===== src/rtl/gtx_tx_arbiter.sv =====
// Round-robin arbiter that streams one channel's frame RAM onto a 16-bit GTX lane,
// inserting a K character (16'h50BC) every 16 cycles and slot-numbered filler words when idle.
module gtx_tx_arbiter (
  input  logic        DataSendCLK,
  input  logic        RST,
  input  logic [3:0]  Req_i,
  input  logic [59:0] Len_i,
  input  logic [15:0] RdData_i,
  output logic [3:0]  Grant_o,
  output logic        RdEn_o,
  output logic [16:0] RdAddr_o,
  output logic [3:0]  Done_o,
  output logic        Busy_o,
  output logic [15:0] DataSend,
  output logic        DataSendisK,
  output logic [1:0]  dbg_state
);

  typedef enum logic [1:0] {
    IDLE = 2'd0,
    SEND = 2'd1,
    DONE = 2'd2
  } state_t;

  state_t      state;
  state_t      state_nxt;
  logic [3:0]  slot;
  logic [1:0]  sel;
  logic [1:0]  last;
  logic [16:0] total;
  logic [16:0] addr;
  logic        rd_en_q;
  logic [1:0]  pick;
  logic [1:0]  cand;
  logic        pick_vld;
  logic [14:0] len_sel;
  logic        issue;

  // RAM read handshake: a cycle with RdEn_o=1 presents RdAddr_o, and the RAM must return
  // that word on RdData_i during the following cycle; there is no back-pressure.
  assign issue = (state == SEND) && (slot != 4'd15) && (total != 17'd0);

  // Round-robin search starting just above the last served channel.
  always_comb begin
    pick     = last;
    cand     = 2'd0;
    pick_vld = 1'b0;
    for (int k = 1; k <= 4; k++) begin
      cand = last + 2'(k);
      if (!pick_vld && Req_i[cand]) begin
        pick     = cand;
        pick_vld = 1'b1;
      end
    end
  end

  always_comb begin
    len_sel = Len_i[14:0];
    case (pick)
      2'd0: len_sel = Len_i[14:0];
      2'd1: len_sel = Len_i[29:15];
      2'd2: len_sel = Len_i[44:30];
      2'd3: len_sel = Len_i[59:45];
      default: len_sel = Len_i[14:0];
    endcase
  end

  always_ff @(posedge DataSendCLK) begin
    if (RST) begin
      state <= IDLE;
    end else begin
      state <= state_nxt;
    end
  end

  always_comb begin
    state_nxt = state;
    case (state)
      IDLE: if (pick_vld) state_nxt = SEND;
      SEND: if ((total == 17'd0) || (issue && (addr == total - 17'd1))) state_nxt = DONE;
      DONE: state_nxt = IDLE;
      default: state_nxt = IDLE;
    endcase
  end

  // Grant stays up through DONE so the final returned word is still muxed from the right RAM.
  always_comb begin
    Grant_o   = 4'b0000;
    Done_o    = 4'b0000;
    Busy_o    = (state != IDLE);
    RdEn_o    = issue;
    RdAddr_o  = addr;
    dbg_state = state;
    if (state != IDLE) Grant_o = 4'b0001 << sel;
    if (state == DONE) Done_o = 4'b0001 << sel;
  end

  always_ff @(posedge DataSendCLK) begin
    if (RST) begin
      slot        <= 4'd0;
      sel         <= 2'd0;
      last        <= 2'd3;
      total       <= 17'd0;
      addr        <= 17'd0;
      rd_en_q     <= 1'b0;
      DataSend    <= 16'h0000;
      DataSendisK <= 1'b0;
    end else begin
      slot    <= slot + 4'd1;
      rd_en_q <= issue;
      if ((state == IDLE) && pick_vld) begin
        sel   <= pick;
        total <= {len_sel, 2'b00};
        addr  <= 17'd0;
      end
      if (issue) addr <= addr + 17'd1;
      if (state == DONE) last <= sel;
      // Slot 15 never reads, so returned data can never land on the K slot.
      if (slot == 4'd0) begin
        DataSend    <= 16'h50BC;
        DataSendisK <= 1'b1;
      end else if (rd_en_q) begin
        DataSend    <= RdData_i;
        DataSendisK <= 1'b0;
      end else begin
        DataSend    <= {12'h000, slot};
        DataSendisK <= 1'b0;
      end
    end
  end

endmodule


===== config.mk =====
export PLATFORM = sky130hd
export DESIGN_NAME = gtx_tx_arbiter
export DESIGN_NICKNAME = d
export VERILOG_FILES = /design/src/rtl/gtx_tx_arbiter.sv
export SDC_FILE = /design/constraint.sdc
export NUM_CORES = 1
export LEC_CHECK = 0
export BUFFER_PORTS_ARGS = -buffer_cell sky130_fd_sc_hd__buf_2
export CELL_PAD_IN_SITES_DETAIL_PLACEMENT = 2
export CELL_PAD_IN_SITES_GLOBAL_PLACEMENT = 2
export CORE_MARGIN = 4
export CORE_UTILIZATION = 31
export DETAILED_ROUTE_END_ITERATION = 7
export PLACE_DENSITY_LB_ADDON = 0.1
export SYNTH_ARGS = -nofsm -noshare
export SYNTH_HDL_FRONTEND = slang
export SYNTH_SLANG_ARGS = --single-unit

===== constraint.sdc =====
create_clock -name DataSendCLK -period 5.2 [get_ports DataSendCLK]
set_input_delay 0.52 -clock DataSendCLK [delete_from_list [all_inputs] [get_ports DataSendCLK]]
set_output_delay 0.52 -clock DataSendCLK [all_outputs]
set_load 0.05 [all_outputs]

==> flow_summary_export.csv <==
group,metric,value,unit
status,status,"complete, no violations",
logic_synthesis,netlist_area,0.00355,mm²
setup_path,cpMaxStageDelayCell,"dfxtp_1",
drt,dr_total_vias,3375,
setup_path,criticalPathCategory,"reg2out",
setup_path,crit_fanout,8,
setup_path,end_kind,"output port",
drt,wl_per_cell,17.9,µm
clock_tree,clk_latency,330,ps
die,row_count,38,
sta,relSlewSlack,0.422,
clock_tree,tritoncts,"yes",
setup_path,arrival,2200,ps
setup_path,path_cells,"inv_1, ha_1, nor4b_1, and4_4, or2_1, inv_6, buf_2",
sta,setup_viol,0,
finish,layout-drive-gt1-share,0.361,
setup_path,max_stage_delay,410,ps
die,die_area,0.0132,mm²
place,gp_congestion,0.851,
power_and_ir_drop,p_total,0.00154,W
sta,fmax,0.368,GHz
drt,drt_iter0_drc,97,
logic_synthesis,netlist_instances,387,
power_and_ir_drop,power.density,336,mW/mm²
setup_path,startpoint_type,"register",
logic_synthesis,synth_area_per_cell,9.17,µm²
die,die_y,115,µm
logic_synthesis,yosysSeqAreaShare,0.339,
clock_tree,cts_buffer_depth,2,
clock_tree,clock_sinks,60,
die,design.core.area,0.0110,mm²
sta,period_needed,2720,ps
logic_synthesis,synth_seq_cells,60,
clock_tree,clk_pin_slew,50,ps
place,port_buffers,127,
sta,fin_setup_tns,0,ps
finish,post-route-util,0.414,
sta,rsz0062_at_grt,"false",
drt,ant_nets,0,
logic_synthesis,synth_edf_count,0,
die,die_x,115,µm
power_and_ir_drop,p_leak,2.10,nW
clock_tree,cts_made_buffers,9,
global_routing,antenna_found_initial,0,
sta,tightest_slew,859,ps
drt,firstDrtPassIters,4,
global_routing,grt_overflow,0,
global_routing,grt_max_degree,55,
sta,maxSlewViolCount,0,
logic_synthesis,synth_top_flop_cell,"dfxtp_1",
run,cap_viol_max_count,0,
clock_tree,ctsHtreeMaxLevel,3,
logic_synthesis,ys_async_sr_fraction,0,
clock_tree,root_buffer,"clkbuf_16",
logic_synthesis,syn_nets,474,
sta,hold_viol,0,
global_routing,grt_use_total,0.174,
clock_tree,hold_buffers,0,
sta,period_share,0.523,
finish,area_growth,28.8,%
drt,drc,0,
logic_synthesis,ys_types,58,
drt,wirelength,11700,µm
global_routing,grt_pass1_wl,18400,µm
global_routing,grt_pass1_vias,3695,
die,start_util,0.322,
finish,fin_nets,592,
drt,vias_per_cell,5.19,
place,post-dp-hpwl,8770,µm
hold_path,hp-class,"in2reg",
finish,antennaDiodeCount,0,
clock_tree,cts_resized,0,
die,io_pins,128,
setup_path,worstPathRequired,4680,ps
clock_tree,post_cts_buffers,0,
logic_synthesis,ys_warn_count,0,
power_and_ir_drop,ir_worst_vdd,0.173,mV
sta,skew,5.25,ps
## area by class of cell
| cell class | count | area, µm² |
|---|---|---|
| repair buffers | 131 | 666 |
| clock inverters | 3 | 42.5 |
| fillers | 1263 | 6460 |
| inverters | 12 | 50.0 |
| clock buffers | 13 | 280 |
| multi-input cells | 291 | 2160 |
| well taps | 140 | 175 |
| flip-flops and latches | 60 | 1200 |
## logic make-up after synthesis
group           after synthesis  share of synthesized area
compound gates               68                      0.131
xor+xnor                     25                     0.0617
fa+ha+maj                     5                     0.0176
buf+inv                      36                     0.0539
flops                        60                      0.339
mux                          52                      0.153
simple gates                141                      0.245
## metrics by stage
| step | std cells | hold slack, ps | instance area (µm²) | setup WS, ps |
|---|---|---|---|---|
| 2_1_floorplan | 387 | 440 | 3550 | 2710 |
| 3_3_place_gp | 634 | 476 | 4250 | 2910 |
| 3_5_place_dp | 634 | 516 | 4250 | 2840 |
| 4_1_cts | 650 | 375 | 4570 | 2460 |
| 5_1_grt | 650 | 386 | 4570 | 2330 |
| 6_report | 650 | 383 | 4570 | 2480 |
## flip-flops by register name, summed over array words and instances (netlist names)
name / flops
DataSend: 16
DataSendisK: 1
RdAddr_o: 17
dbg_state: 2
last: 2
rd_en_q: 1
sel: 2
slot: 4
total: 15
## critical path, delay by kind of cell (launching register included)
family,cells,cell delay [ps]
and+or+nand+nor,3,740
adders and majority gates,1,200
DFF,1,410
buffers and inverters,3,520
## layer usage
| layer | vias up | track usage | part of all wire |
|---|---|---|---|
| met5 | - | 0 | 0 |
| met3 | 11 | 0.0337 | 0.031 |
| li1 | 1634 | - | - |
| met2 | 56 | 0.328 | 0.53 |
| met1 | 1674 | 0.203 | 0.43 |
| met4 | 0 | 0.0368 | 0.0077 |
## path summary, 6_finish.rpt
check	start	end	slack (ps)	cells past startpoint
max	total[2]	RdEn_o	2480	7
max reg2reg	total[2]	dbg_state[1]	2880	8
min	RdData_i[12]	DataSend[12]	380	2
min reg2reg	slot[0]	slot[0]	530	1
## report_power, final
part,total [W],switching (W),internal [W]
logic,0.000369,0.000222,0.000146
clock network,0.000635,0.000213,0.000422
registers,0.000533,0.0000408,0.000492
total,0.00154,0.000476,0.00106
## synthesized netlist by cell type, types with 2 or more instances
cell / instances / area share
ha_1: 5 / 0.018
nand3b_1: 15 / 0.032
clkbuf_1: 15 / 0.016
xor2_1: 12 / 0.030
inv_1: 11 / 0.012
o21bai_1: 2 / 0.0042
xnor2_1: 13 / 0.032
nand2b_1: 6 / 0.011
nand4b_1: 6 / 0.015
a41oi_1: 2 / 0.0049
a211oi_2: 2 / 0.0071
o21ai_1: 8 / 0.011
mux2i_1: 35 / 0.099
nor3_2: 2 / 0.0056
buf_6: 5 / 0.016
a31o_2: 2 / 0.0049
nand2_1: 13 / 0.014
a21oi_1: 14 / 0.020
a21o_1: 6 / 0.013
nor2_1: 34 / 0.036
buf_2: 3 / 0.0042
or3_1: 4 / 0.0071
and4_1: 2 / 0.0049
and3_1: 4 / 0.0071
mux2_2: 17 / 0.054
nand4_1: 6 / 0.011
o21ai_0: 14 / 0.020
o31ai_1: 5 / 0.011
nor4_1: 3 / 0.0053
nand3_1: 14 / 0.020
and2_1: 7 / 0.012
a211oi_1: 7 / 0.015
nor4_4: 2 / 0.012
nor3_1: 8 / 0.011
dfxtp_1: 60 / 0.34
## cells in the final DEF, fill, tap and decap left out, drive strengths merged, types with 2 or more instances in the layout
master  instances
a211oi          9
a21o            6
a21oi          14
a31o            2
a41oi           2
and2            8
and3            4
and4            4
buf           131
clkbuf         13
dfxtp          60
ha              5
inv            12
mux2           17
mux2i          35
nand2          13
nand2b          6
nand3          14
nand3b         15
nand4           6
nand4b          6
nor2           35
nor3           11
nor3b           2
nor4            5
nor4b           2
o21ai          22
o21bai          2
o31ai           5
or2             3
or3             4
xnor2          13
xor2           12
(Power assumes the default switching activity.)
